File: config.mk
export PLATFORM = sky130hd
export DESIGN_NAME = axis_frame_arb_mux
export DESIGN_NICKNAME = d
export VERILOG_FILES = /design/src/rtl/axis_pkg.sv /design/src/rtl/rr_priority_arbiter.sv /design/src/rtl/axis_frame_arb_mux.sv
export SDC_FILE = /design/constraint.sdc
export NUM_CORES = 1
export LEC_CHECK = 0
export ABC_AREA = 1
export BUFFER_PORTS_ARGS = -buffer_cell sky130_fd_sc_hd__clkbuf_2
export CAP_MARGIN = 10
export CORE_MARGIN = 8
export CORE_UTILIZATION = 30
export CTS_BUF_LIST = sky130_fd_sc_hd__clkbuf_16
export CTS_CLUSTER_SIZE = 20
export DETAILED_ROUTE_END_ITERATION = 10
export PLACE_DENSITY = 0.55
export SETUP_SLACK_MARGIN = 0.02
export SLEW_MARGIN = 20
export SYNTH_ARGS = -nofsm -noshare
export SYNTH_HDL_FRONTEND = slang
export SYNTH_SLANG_ARGS = --single-unit
File: constraint.sdc
create_clock -name clk -period 1.55 [get_ports clk]
set_clock_uncertainty 0.2 [all_clocks]
set_input_delay 0.0775 -clock clk [delete_from_list [all_inputs] [get_ports clk]]
set_output_delay 0.0775 -clock clk [all_outputs]
set_load 0.02 [all_outputs]
File: src/rtl/axis_pkg.sv
// Shared types and helpers for the AXI-Stream frame arbiter and frame FIFO.
package axis_pkg;

    typedef enum logic {
        ST_IDLE   = 1'b0,
        ST_ACTIVE = 1'b1
    } arb_state_e;

    // Index width for n ports, never narrower than one bit.
    function automatic int idx_width(input int n);
        return (n > 1) ? $clog2(n) : 1;
    endfunction

    // Packed beat word layout, LSB first: data, keep, last, id, dest, user.
    // The frame FIFO stores the same word, so both sides share these offsets.
    function automatic int keep_off(input int dw);
        return dw;
    endfunction

    function automatic int last_off(input int dw, input int kw);
        return dw + kw;
    endfunction

    function automatic int id_off(input int dw, input int kw);
        return dw + kw + 1;
    endfunction

    function automatic int dest_off(input int dw, input int kw, input int iw);
        return dw + kw + 1 + iw;
    endfunction

    function automatic int user_off(input int dw, input int kw, input int iw, input int dsw);
        return dw + kw + 1 + iw + dsw;
    endfunction

    function automatic int word_width(input int dw, input int kw, input int iw, input int dsw,
                                      input int uw);
        return dw + kw + 1 + iw + dsw + uw;
    endfunction

endpackage

File: src/rtl/rr_priority_arbiter.sv
// Combinational round-robin pick: first requester after last_ptr, with wrap.
module rr_priority_arbiter
    import axis_pkg::*;
#(
    parameter int N = 4
) (
    input  logic [N-1:0]              req,
    input  logic [idx_width(N)-1:0]   last_ptr,
    output logic [idx_width(N)-1:0]   grant_idx,
    output logic                      grant_valid
);

    localparam int IW = idx_width(N);

    int j;

    // Walk offsets from farthest to nearest so the nearest requester wins.
    always_comb begin
        grant_idx   = '0;
        grant_valid = |req;
        j           = 0;
        for (int k = N; k >= 1; k--) begin
            j = (int'(last_ptr) + k) % N;
            if (req[IW'(j)]) grant_idx = IW'(j);
        end
    end

endmodule

File: src/rtl/axis_frame_arb_mux.sv
// Frame-aware round-robin AXI-Stream mux with a registered skid output stage.
module axis_frame_arb_mux
    import axis_pkg::*;
#(
    parameter int S_COUNT     = 4,
    parameter int DATA_WIDTH  = 8,
    parameter bit KEEP_ENABLE = (DATA_WIDTH > 8),
    parameter int KEEP_WIDTH  = DATA_WIDTH / 8,
    parameter int ID_WIDTH    = 8,
    parameter int DEST_WIDTH  = 8,
    parameter int USER_WIDTH  = 1
) (
    input  logic                             clk,
    input  logic                             rst,

    input  logic [S_COUNT*DATA_WIDTH-1:0]    s_axis_tdata,
    input  logic [S_COUNT*KEEP_WIDTH-1:0]    s_axis_tkeep,
    input  logic [S_COUNT-1:0]               s_axis_tvalid,
    output logic [S_COUNT-1:0]               s_axis_tready,
    input  logic [S_COUNT-1:0]               s_axis_tlast,
    input  logic [S_COUNT*ID_WIDTH-1:0]      s_axis_tid,
    input  logic [S_COUNT*DEST_WIDTH-1:0]    s_axis_tdest,
    input  logic [S_COUNT*USER_WIDTH-1:0]    s_axis_tuser,

    output logic [DATA_WIDTH-1:0]            m_axis_tdata,
    output logic [KEEP_WIDTH-1:0]            m_axis_tkeep,
    output logic                             m_axis_tvalid,
    input  logic                             m_axis_tready,
    output logic                             m_axis_tlast,
    output logic [ID_WIDTH-1:0]              m_axis_tid,
    output logic [DEST_WIDTH-1:0]            m_axis_tdest,
    output logic [USER_WIDTH-1:0]            m_axis_tuser,

    output logic [idx_width(S_COUNT)-1:0]    grant_index,
    output logic                             grant_active
);

    localparam int IW = idx_width(S_COUNT);
    localparam int KO = keep_off(DATA_WIDTH);
    localparam int LO = last_off(DATA_WIDTH, KEEP_WIDTH);
    localparam int IO = id_off(DATA_WIDTH, KEEP_WIDTH);
    localparam int DO = dest_off(DATA_WIDTH, KEEP_WIDTH, ID_WIDTH);
    localparam int UO = user_off(DATA_WIDTH, KEEP_WIDTH, ID_WIDTH, DEST_WIDTH);
    localparam int WW = word_width(DATA_WIDTH, KEEP_WIDTH, ID_WIDTH, DEST_WIDTH, USER_WIDTH);

    arb_state_e      state;
    logic [IW-1:0]   last_ptr;
    logic [IW-1:0]   arb_idx;
    logic            arb_valid;

    logic [WW-1:0]   in_word;
    logic            sel_valid;
    logic            in_accept;
    logic            accept_last;

    logic            ready_int_reg;
    logic            ready_early;
    logic [WW-1:0]   out_word;
    logic            out_valid;
    logic [WW-1:0]   temp_word;
    logic            temp_valid;

    rr_priority_arbiter #(.N(S_COUNT)) u_arb (
        .req         (s_axis_tvalid),
        .last_ptr    (last_ptr),
        .grant_idx   (arb_idx),
        .grant_valid (arb_valid)
    );

    // Select the granted port's beat and pack it into one word.
    always_comb begin
        in_word   = '0;
        sel_valid = 1'b0;
        for (int i = 0; i < S_COUNT; i++) begin
            if (grant_index == IW'(i)) begin
                in_word[0 +: DATA_WIDTH]  = s_axis_tdata[i*DATA_WIDTH +: DATA_WIDTH];
                in_word[KO +: KEEP_WIDTH] = KEEP_ENABLE ? s_axis_tkeep[i*KEEP_WIDTH +: KEEP_WIDTH]
                                                        : {KEEP_WIDTH{1'b1}};
                in_word[LO]               = s_axis_tlast[i];
                in_word[IO +: ID_WIDTH]   = s_axis_tid[i*ID_WIDTH +: ID_WIDTH];
                in_word[DO +: DEST_WIDTH] = s_axis_tdest[i*DEST_WIDTH +: DEST_WIDTH];
                in_word[UO +: USER_WIDTH] = s_axis_tuser[i*USER_WIDTH +: USER_WIDTH];
                sel_valid                 = s_axis_tvalid[i];
            end
        end
    end

    // Only the granted port ever sees ready, and only from the registered ready.
    always_comb begin
        s_axis_tready = '0;
        for (int i = 0; i < S_COUNT; i++) begin
            s_axis_tready[i] = grant_active && (grant_index == IW'(i)) && ready_int_reg;
        end
    end

    assign in_accept   = grant_active && sel_valid && ready_int_reg;
    assign accept_last = in_accept && in_word[LO];

    // Keep accepting next cycle unless this cycle's beat would fill the temp register.
    assign ready_early = m_axis_tready || (!temp_valid && (!out_valid || !in_accept));

    // Grant FSM: arbitrate in IDLE, hold the grant until the tlast beat is taken.
    always_ff @(posedge clk) begin
        if (rst) begin
            state        <= ST_IDLE;
            grant_active <= 1'b0;
            grant_index  <= '0;
            last_ptr     <= IW'(S_COUNT - 1);
        end else begin
            case (state)
                ST_IDLE: begin
                    if (arb_valid) begin
                        state        <= ST_ACTIVE;
                        grant_active <= 1'b1;
                        grant_index  <= arb_idx;
                        last_ptr     <= arb_idx;
                    end
                end
                ST_ACTIVE: begin
                    if (accept_last) begin
                        state        <= ST_IDLE;
                        grant_active <= 1'b0;
                    end
                end
                default: begin
                    state        <= ST_IDLE;
                    grant_active <= 1'b0;
                end
            endcase
        end
    end

    // Two-register skid: a beat goes straight to the output when it is free,
    // otherwise parks in temp and is promoted when the sink drains the output.
    always_ff @(posedge clk) begin
        if (rst) begin
            ready_int_reg <= 1'b0;
            out_valid     <= 1'b0;
            temp_valid    <= 1'b0;
            out_word      <= '0;
            temp_word     <= '0;
        end else begin
            ready_int_reg <= ready_early;
            if (ready_int_reg) begin
                if (m_axis_tready || !out_valid) begin
                    out_word  <= in_word;
                    out_valid <= in_accept;
                end else begin
                    temp_word  <= in_word;
                    temp_valid <= in_accept;
                end
            end else if (m_axis_tready) begin
                out_word   <= temp_word;
                out_valid  <= temp_valid;
                temp_valid <= 1'b0;
            end
        end
    end

    assign m_axis_tvalid = out_valid;
    assign m_axis_tdata  = out_word[0 +: DATA_WIDTH];
    assign m_axis_tkeep  = out_word[KO +: KEEP_WIDTH];
    assign m_axis_tlast  = out_word[LO];
    assign m_axis_tid    = out_word[IO +: ID_WIDTH];
    assign m_axis_tdest  = out_word[DO +: DEST_WIDTH];
    assign m_axis_tuser  = out_word[UO +: USER_WIDTH];

endmodule

==> results of run 1 <==
==> critical path: stages, from the launching register on <==
cell       delay, ns
dfxtp_4         0.36
buf_12          0.15
nor2_8          0.18
nand2_1         0.11
o2111ai_4       0.12
nand3_2         0.13
a21oi_2         0.16
nor2_1          0.05
==> metal layers <==
layer / up-vias / global-route usage, % / part of all wire, %
li1: 2268 / - / -
met1: 2113 / 21.25 / 41
met2: 225 / 34.08 / 48
met3: 42 / 4.840 / 8.2
met4: 0 / 8.804 / 3.3
met5: - / 0 / 0
==> how the worst max path moves through the flow <==
stage / startpoint / endpoint / slack, ns
floorplan: grant_index[0] / state / 0.01
global placement: ready_int_reg / state / -0.04
detailed placement: last_ptr[0] / grant_index[0] / -0.04
CTS: grant_index[1] / s_axis_tready[2] / -0.01
global route: grant_index[1] / out_word[12] / -0.09
finish: grant_index[0] / m_axis_tvalid / -0.03
==> cells by family after synthesis <==
kind of cell / count (synthesis)
buffers and inverters: 60
AO/OA/AOI/OAI: 127
flip-flops: 63
AND/OR/NAND/NOR: 267
==> final cells by class <==
class,instances,share of cell area [%]
timing repair buffer,291,36.45
clock inverter,7,1.298
sequential,63,20.75
tap,143,2.901
antenna,1,0.04057
inverter,23,1.643
clock buffer,9,3.651
multi-input combinational,396,33.27
==> repair_timing <==
item                       CTS  global route
hold endpoints to repair    54             0
resized for setup           33            56
setup endpoints to repair   55            62
pin swaps                    8            47
setup buffers                8             4
cloned                       1             2
hold buffers               101             0
==> cells in the mapped netlist, types with 2 or more instances <==
cell type  number  area [um2]
nand2_1       141       529.3
nand3_1        38       190.2
inv_2           5       18.77
or2_0           2       12.51
nor3_1          3       15.01
a21oi_1        66       330.3
buf_4           8       60.06
inv_1          16       60.06
nand4_1        24       150.1
buf_6           8       90.09
o21ai_0        54       270.3
nand2_2         3       18.77
nor2_8          2       40.04
clkbuf_1        6       22.52
buf_1           4       15.01
buf_2          11       55.05
dfxtp_1        63        1261
or2_2           2       12.51
nor2_1         50       187.7
==> cell usage in the layout, fill, tap and decap left out, types with 2 or more instances in the layout <==
| master | netlist | final |
|---|---|---|
| buf_12 | 0 | 6 |
| nand2_4 | 1 | 6 |
| nand2_1 | 141 | 124 |
| dlygate4sd3_1 | 0 | 100 |
| dfxtp_1 | 63 | 56 |
| buf_6 | 8 | 13 |
| a21oi_1 | 66 | 56 |
| buf_4 | 8 | 26 |
| nor2_8 | 2 | 2 |
| clkinv_4 | 0 | 2 |
| a21oi_2 | 1 | 11 |
| dfxtp_4 | 0 | 4 |
| clkbuf_2 | 0 | 141 |
| clkbuf_16 | 0 | 10 |
| nand2_2 | 3 | 15 |
| nand3_2 | 0 | 6 |
| nand3_1 | 38 | 32 |
| nor2_1 | 50 | 48 |
| or2_2 | 2 | 2 |
| dfxtp_2 | 0 | 3 |
| inv_4 | 0 | 3 |
| nand4_1 | 24 | 24 |
| inv_1 | 16 | 15 |
| o21ai_0 | 54 | 53 |
| o21ai_1 | 1 | 2 |
| clkbuf_8 | 0 | 2 |
| inv_6 | 1 | 2 |
| nor3_4 | 0 | 2 |
| or2_0 | 2 | 2 |
| clkinvlp_4 | 0 | 2 |
| nor2_4 | 1 | 4 |
| inv_2 | 5 | 4 |
==> where the power goes <==
part | leakage [nW] | total [mW] | internal [mW] | switching (mW)
Clock | 0.143 | 2.04 | 1.26 | 0.782
Sequential | 0.518 | 1.83 | 1.74 | 0.0879
Combinational | 2.21 | 2.03 | 0.912 | 1.12
==> metrics by stage <==
step / instance area, um2 / instances
floorplan: 3461 / 517
global route: 6166 / 932
CTS: 5916 / 927
detailed placement: 4422 / 801
global placement: 4422 / 801
finish: 6168 / 933
==> impl_metrics.yaml, run 1 <==
run_status:
  status: "finished with violations"
  violations: "hold timing, setup timing"
final_layout:
  area_growth_syn_to_layout_pct: 79.21
  multiInputGateArea_um2: 2052
  nFillCells: 1037
  register_area_um2: 1280
  final_util_pct: 54.49
  fin_nets: 899
  reg_top3: "out_word: 27 flops, temp_word: 27 flops"
  drive_gt1_share_pct: 34.60
placed_design:
  dp_hpwl_um: 9465
  pre_cts_slack_ns: -0.03799
  gp_congestion: 0.8618
  port-buffer-count: 145
logic_synthesis:
  syn_area_per_cell_um2: 6.658
  muxShareOfSynthArea_pct: 0
  netlist_instances: 517
  synth-seq-area-share_pct: 36.64
  synthXorXnorAreaFrac_pct: 0
  synth_top_family_by_area: "simple AND/OR/NAND/NOR gates"
  synth_edf_count: 0
  synth_nets: 632
  synth_fa_ha_area_share_pct: 0
  ys_types: 30
  ys.flop_type: "dfxtp_1"
  synth_compound_area_share_pct: 19.37
  yosysWarnings: 0
  async_flop_share_pct: 0
  netlist_area_um2: 3442
  synth-seq-cells: 63
  synthSimpleGateAreaFrac_pct: 34.24
clocking:
  cts_tree: "built"
  clock_sinks: 63
  clock_path_buffers: 2
  cts_root_buffer: "clkbuf_16"
  h-tree-depth: 3
  clk_transition_reported_paths_ns: 0.06
  clock_latency_ns: 0.33
  cts_buffers: 9
flow_run:
  drv_cap: 0
hold_path:
  worstHoldEndpoint: "temp_word[7]"
  min_path_type: "input port to flop"
  holdPathStages: 5
  min_from: "m_axis_tready"
grt:
  grt_pass1_wl_um: 23090
  grt-ovfl-total: 0
  antenna_found_initial: 0
  grt_usage_pct: 19.22
  grt_max_degree: 44
  grt_pass1_vias: 4748
critical_path:
  r2r_end: "m_axis_tvalid"
  criticalPathCategory: "flop to flop"
  start_kind: "flop"
  reg2reg_slack_ns: -0.03
  path_max_fanout: 9
  rr_worst_depth: 7
  crit_required_ns: 1.56
  r2r_start: "grant_index[0]"
  endpoint_kind: "flop"
  cp.arrival_ns: 1.59
power_and_ir_drop:
  ir_worst_vdd_mv: 0.4616
  power-per-cell-area_nw_per_um2: 958.0
  power.total_mw: 5.909
  cellLeakagePower_nw: 2.875
timing:
  drv_slew: 0
  finalWorstSetupSlack_ns: -0.03060
  rsz0062_at_grt: "true"
  relSlewSlack_pct: 79.54
  finalHoldViolCount: 3
  setup_viol: 4
  period_needed_ns: 1.581
  max_freq_mhz: 632.7
  whs_ns: -0.005842
  fin_setup_tns_ns: -0.08010
  worst_pin_slew_ns: 0.3070
  post-route-period-util_pct: 102.0
floorplanning:
  dieHeight_um: 123.1
  dieArea_um2: 15160
  core_um2: 11320
  std_cell_rows: 39
  start_util_pct: 30.40
  die_w_um: 123.1
  ios: 150
routing:
  ant_nets: 0
  drt_wl_total_um: 15170
  drtPass1Iterations: 5
  drt_iter0_markers: 296
  num_vias: 4648
  drc: 0
  detail_route.vias_per_cell: 4.982
  wire_per_inst_um: 16.26
Note: power is estimated with default switching activity, not from simulation.
==> inputs of run 2 (changes only) <==
--- a/config.mk
+++ b/config.mk
@@ -15,7 +15,8 @@
 export DETAILED_ROUTE_END_ITERATION = 10
 export PLACE_DENSITY = 0.55
 export SETUP_SLACK_MARGIN = 0.02
-export SLEW_MARGIN = 20
+export SLEW_MARGIN = 25
 export SYNTH_ARGS = -nofsm -noshare
 export SYNTH_HDL_FRONTEND = slang
 export SYNTH_SLANG_ARGS = --single-unit
+export TNS_END_PERCENT = 5
==> impl_metrics.yaml, run 2 (synthesized netlist as in run 1, its figures left out) <==
grt:
  grt_pass1_vias: 4580
  grt-ovfl-total: 0
  grt_max_degree: 42
  grt_usage_pct: 18.85
  grt_pass1_wl_um: 22600
  antenna_found_initial: 0
placed_design:
  pre_cts_slack_ns: -0.08799
  gp_congestion: 0.8642
  dp_hpwl_um: 9377
  dpl.cell_count: 801
  port-buffer-count: 145
clocking:
  clock_sinks: 63
  clock_path_buffers: 2
  cts_buffers: 9
  clk_transition_reported_paths_ns: 0.05
  cts_root_buffer: "clkbuf_16"
  cts_tree: "built"
  cts_hold_buf: 99
  clock_latency_ns: 0.32
  h-tree-depth: 3
routing:
  ant_nets: 0
  drt_iter0_markers: 245
  drc: 0
  drtPass1Iterations: 5
  drt_wl_total_um: 14720
  num_vias: 4608
  wire_per_inst_um: 15.95
  detail_route.vias_per_cell: 4.992
critical_path:
  r2r_start: "grant_index[1]"
  cp.arrival_ns: 1.60
  crit_required_ns: 1.56
  rr_worst_depth: 9
  endpoint_kind: "flop"
  reg2reg_slack_ns: -0.05
  start_kind: "flop"
  crit_start: "grant_index[1]"
  crit_end: "m_axis_tvalid"
  path_max_fanout: 9
  criticalPathCategory: "flop to flop"
  r2r_end: "m_axis_tvalid"
timing:
  setup_viol: 6
  whs_ns: -0.05981
  worst_pin_slew_ns: 0.5218
  rsz0062_at_grt: "true"
  period_needed_ns: 1.597
  drv_slew: 0
  finalHoldViolCount: 3
  max_freq_mhz: 626.0
  finalWorstSetupSlack_ns: -0.04734
  post-route-period-util_pct: 103.1
  fin_setup_tns_ns: -0.1548
  relSlewSlack_pct: 65.16
power_and_ir_drop:
  power.total_mw: 5.594
  ir_worst_vdd_mv: 0.6159
  switchingPower_mw: 1.813
  power-per-cell-area_nw_per_um2: 942.2
  pwr-share-clk_pct: 34.0
  internal_power_mw: 3.781
  combPwrFrac_pct: 33.2
  seq_power_share_pct: 32.8
  cellLeakagePower_nw: 2.771
  switching_share_pct: 32.40
floorplanning:
  core_um2: 11320
  start_util_pct: 30.40
  ios: 150
  die_w_um: 123.1
  dieArea_um2: 15160
  dieHeight_um: 123.1
  std_cell_rows: 39
final_layout:
  final_common_cell: "clkbuf_2"
  final_cell_mix: "142 x clkbuf_2, 135 x nand2_1, 99 x dlygate4sd3_1"
  area_growth_syn_to_layout_pct: 72.48
  stdcell_count: 923
  reg_top3: "out_word: 27 flops, temp_word: 27 flops"
  fin_nets: 890
  final_util_pct: 52.44
  drive_gt1_share_pct: 32.09
run_status:
  violations: "hold timing, setup timing"
  status: "finished with violations"
hold_path:
  min_path_type: "input port to flop"
flow_run:
  drv_cap: 0
## run 2: cell types whose count changed in the layout (fill, tap and decap cells not counted), sizes merged
| cell | change |
|---|---|
| dlymetal6s4s | -1 |
| buf | -3 |
| inv | -2 |
| clkbuf | -2 |
| clkinvlp | -2 |
| nor2 | -2 |
| dlygate4sd3 | -1 |
| clkinv | +3 |
## run 2: layer usage
metal	up-vias	wire (um)	GRT usage, %
met5	-	0	0
met4	0	328	8.427
met3	25	1024	3.790
met2	192	7269	33.06
met1	2146	6099	21.78
li1	2245	-	-
## run 2: worst min path at each step
| stage | start | endpoint | slack, ns | depth (start not counted) |
|---|---|---|---|---|
| global placement | rst | grant_index[0] | 0.18 | 2 |
| global route | m_axis_tready | m_axis_tvalid | -0.06 | 4 |
| detailed placement | rst | grant_index[0] | 0.19 | 2 |
| finish | m_axis_tready | m_axis_tvalid | -0.06 | 4 |
| floorplan | m_axis_tready | ready_int_reg | 0.05 | 2 |
| CTS | m_axis_tready | ready_int_reg | -0.1 | 3 |
## run 2: through the flow
| stage | area (um2) | hold slack (ns) |
|---|---|---|
| after floorplan | 3450 | 0.05082 |
| after global placement | 4398 | 0.1792 |
| after detailed placement | 4398 | 0.1911 |
| after CTS | 5732 | -0.09612 |
| after global routing | 5934 | -0.05707 |
| final | 5937 | -0.05981 |
## run 2: layout make-up
type | instances | area (um2)
inverter | 23 | 98.84
antenna | 1 | 2.502
timing repair buffer | 284 | 2132
multi-input combinational | 394 | 1964
sequential | 63 | 1282
clock inverter | 6 | 52.55
tap | 143 | 178.9
clock buffer | 9 | 225.2
fill | 1060 | 5384
## run 2: timing repair
item	CTS	global route
setup endpoints to repair	60	64
resized for setup	17	47
setup buffers	2	5
pin swaps	0	13
endpoints found under the hold margin	56	2
## run 2: power by group through the flow
stage	clock network, mW	logic (mW)	registers [mW]
4_1_cts	1.93	1.72	1.83
5_1_grt	2.01	2.03	1.85
2_1_floorplan	0	0.855	1.93
6_report	1.90	1.86	1.83
3_3_place_gp	0	1.47	1.86
3_5_place_dp	0	1.49	1.86
## run 2: critical path, stage by stage, from the launching register on
cell and delay, ns:
dfxtp_4 0.36, buf_6 0.11, inv_8 0.05, nor2_8 0.16
buf_6 0.16, nand2_4 0.05, o2111ai_4 0.09, nand3_2 0.11
a21oi_2 0.14, nor2_1 0.05
==> inputs of run 3 (changes only) <==
--- a/config.mk
+++ b/config.mk
@@ -8,12 +8,13 @@
 export ABC_AREA = 1
 export BUFFER_PORTS_ARGS = -buffer_cell sky130_fd_sc_hd__clkbuf_2
 export CAP_MARGIN = 10
-export CORE_MARGIN = 8
+export CORE_MARGIN = 2
 export CORE_UTILIZATION = 30
 export CTS_BUF_LIST = sky130_fd_sc_hd__clkbuf_16
 export CTS_CLUSTER_SIZE = 20
 export DETAILED_ROUTE_END_ITERATION = 10
 export PLACE_DENSITY = 0.55
+export REMOVE_ABC_BUFFERS = 1
 export SETUP_SLACK_MARGIN = 0.02
 export SLEW_MARGIN = 25
 export SYNTH_ARGS = -nofsm -noshare
==> impl_metrics.yaml, run 3 (synthesized netlist as in run 1, its figures left out) <==
grt:
  grtUsageMet1_pct: 25.19
  grt-ovfl-total: 0
  top_usage_layer: "met2"
  grt_pass1_vias: 4510
  met2_usage_pct: 38.61
  grt_pass1_wl_um: 21490
  grt_max_degree: 31
  grt_usage_pct: 21.37
  use_met3_pct: 4.101
  antenna_found_initial: 0
timing:
  rsz0062_at_grt: "true"
  finalHoldViolCount: 3
  drv_slew: 0
  whs_ns: -0.1091
  max_freq_mhz: 640.0
  finalWorstSetupSlack_ns: -0.01254
  worst_pin_slew_ns: 0.5140
  fin_setup_tns_ns: -0.01254
  period_needed_ns: 1.563
  post-route-period-util_pct: 100.8
  relSlewSlack_pct: 65.69
  setup_viol: 1
placed_design:
  pre_cts_slack_ns: -0.08461
  gp_congestion: 0.7670
  port-buffer-count: 145
  dp_hpwl_um: 8016
routing:
  drc: 0
  num_vias: 4498
  ant_nets: 0
  detail_route.vias_per_cell: 4.884
  wire_per_inst_um: 14.60
  drtPass1Iterations: 5
  drt_wl_total_um: 13450
  drt_iter0_markers: 275
final_layout:
  final_util_pct: 52.60
  final_cell_mix: "141 x clkbuf_2, 133 x nand2_1, 101 x dlygate4sd3_1"
  fin_nets: 888
  reg_top3: "out_word: 27 flops, temp_word: 27 flops"
  drive_gt1_share_pct: 31.62
  final_common_cell: "clkbuf_2"
  area_growth_syn_to_layout_pct: 72.99
  n_antenna_cell: 0
clocking:
  h-tree-depth: 3
  clk_transition_reported_paths_ns: 0.05
  clock_path_buffers: 2
  cts_hold_buf: 101
  cts_tree: "built"
  cts_buffers: 9
  clock_sinks: 63
  cts_root_buffer: "clkbuf_16"
  clock_latency_ns: 0.32
critical_path:
  path_cells: "nor2_8, buf_12, buf_4, nand2_1, nand4_1, nor2_1, nor2_1"
  criticalPathCategory: "flop to flop"
  slowest_delay_ns: 0.49
  endpoint_kind: "flop"
  critPathSlowestCell: "dfxtp_4"
  crit_start: "grant_index[0]"
  cp.arrival_ns: 1.57
  path_max_fanout: 7
  r2r_start: "grant_index[0]"
  crit_required_ns: 1.56
  start_kind: "flop"
  cp_common_cell: "nor2_1"
floorplanning:
  dieHeight_um: 111.1
  ios: 150
  die_w_um: 111.1
  std_cell_rows: 39
  core_um2: 11320
  start_util_pct: 30.40
  dieArea_um2: 12350
power_and_ir_drop:
  power-per-cell-area_nw_per_um2: 968.0
  cellLeakagePower_nw: 2.784
  ir_worst_vdd_mv: 0.5389
hold_path:
  min_path_type: "input port to flop"
  min_from: "m_axis_tready"
flow_run:
  drv_cap: 0
run_status:
  violations: "hold timing, setup timing"
  status: "finished with violations"
[run 3: worst paths after layout]
check	to	slack, ns	cells past startpoint
worst max register to register	temp_word[19]	-0.01	7
worst max-delay path	temp_word[19]	-0.01	7
worst min register to register	temp_word[8]	0.26	2
worst min-delay path	ready_int_reg	-0.11	3
[run 3: what timing repair did]
item	4_1_cts	5_1_grt
gates resized for setup	21	36
gates cloned	1	0
pin swaps	3	25
hold endpoints to repair	55	2
endpoints found under the setup margin	60	62
buffers inserted	3	2
[run 3: power by group]
part	total [mW]	switching, mW	internal [mW]
Clock	2.07	0.686	1.38
Combinational	1.84	0.996	0.845
Sequential	1.85	0.108	1.75
[run 3: area by class of cell]
type	count	area [um2]
fillers	1098	5366
repair buffers	282	2155
multi-input cells	394	1936
flip-flops and latches	63	1280
clock buffers	9	225.2
well taps	143	178.9
inverters	23	98.84
clock inverters	7	81.33
[run 3: worst max-delay path, delay by kind of cell (launching register included)]
family | cells | cell delay (ns)
buffers and inverters | 2 | 0.29
and+or+nand+nor | 5 | 0.48
DFF | 1 | 0.49
[run 3: through the flow]
stage	cell area (um2)	total power, mW	instances
floorplan	3199	2.674	480
global placement	4405	3.320	798
detailed placement	4405	3.340	798
CTS	5832	5.703	919
global route	5954	6.075	921
finish	5954	5.764	921
[run 3: metal layers]
layer  share of wire (%)  wire, um
met5                   0         0
met4                 1.9       253
met3                 5.2       694
met2                  51      6806
met1                  42      5689
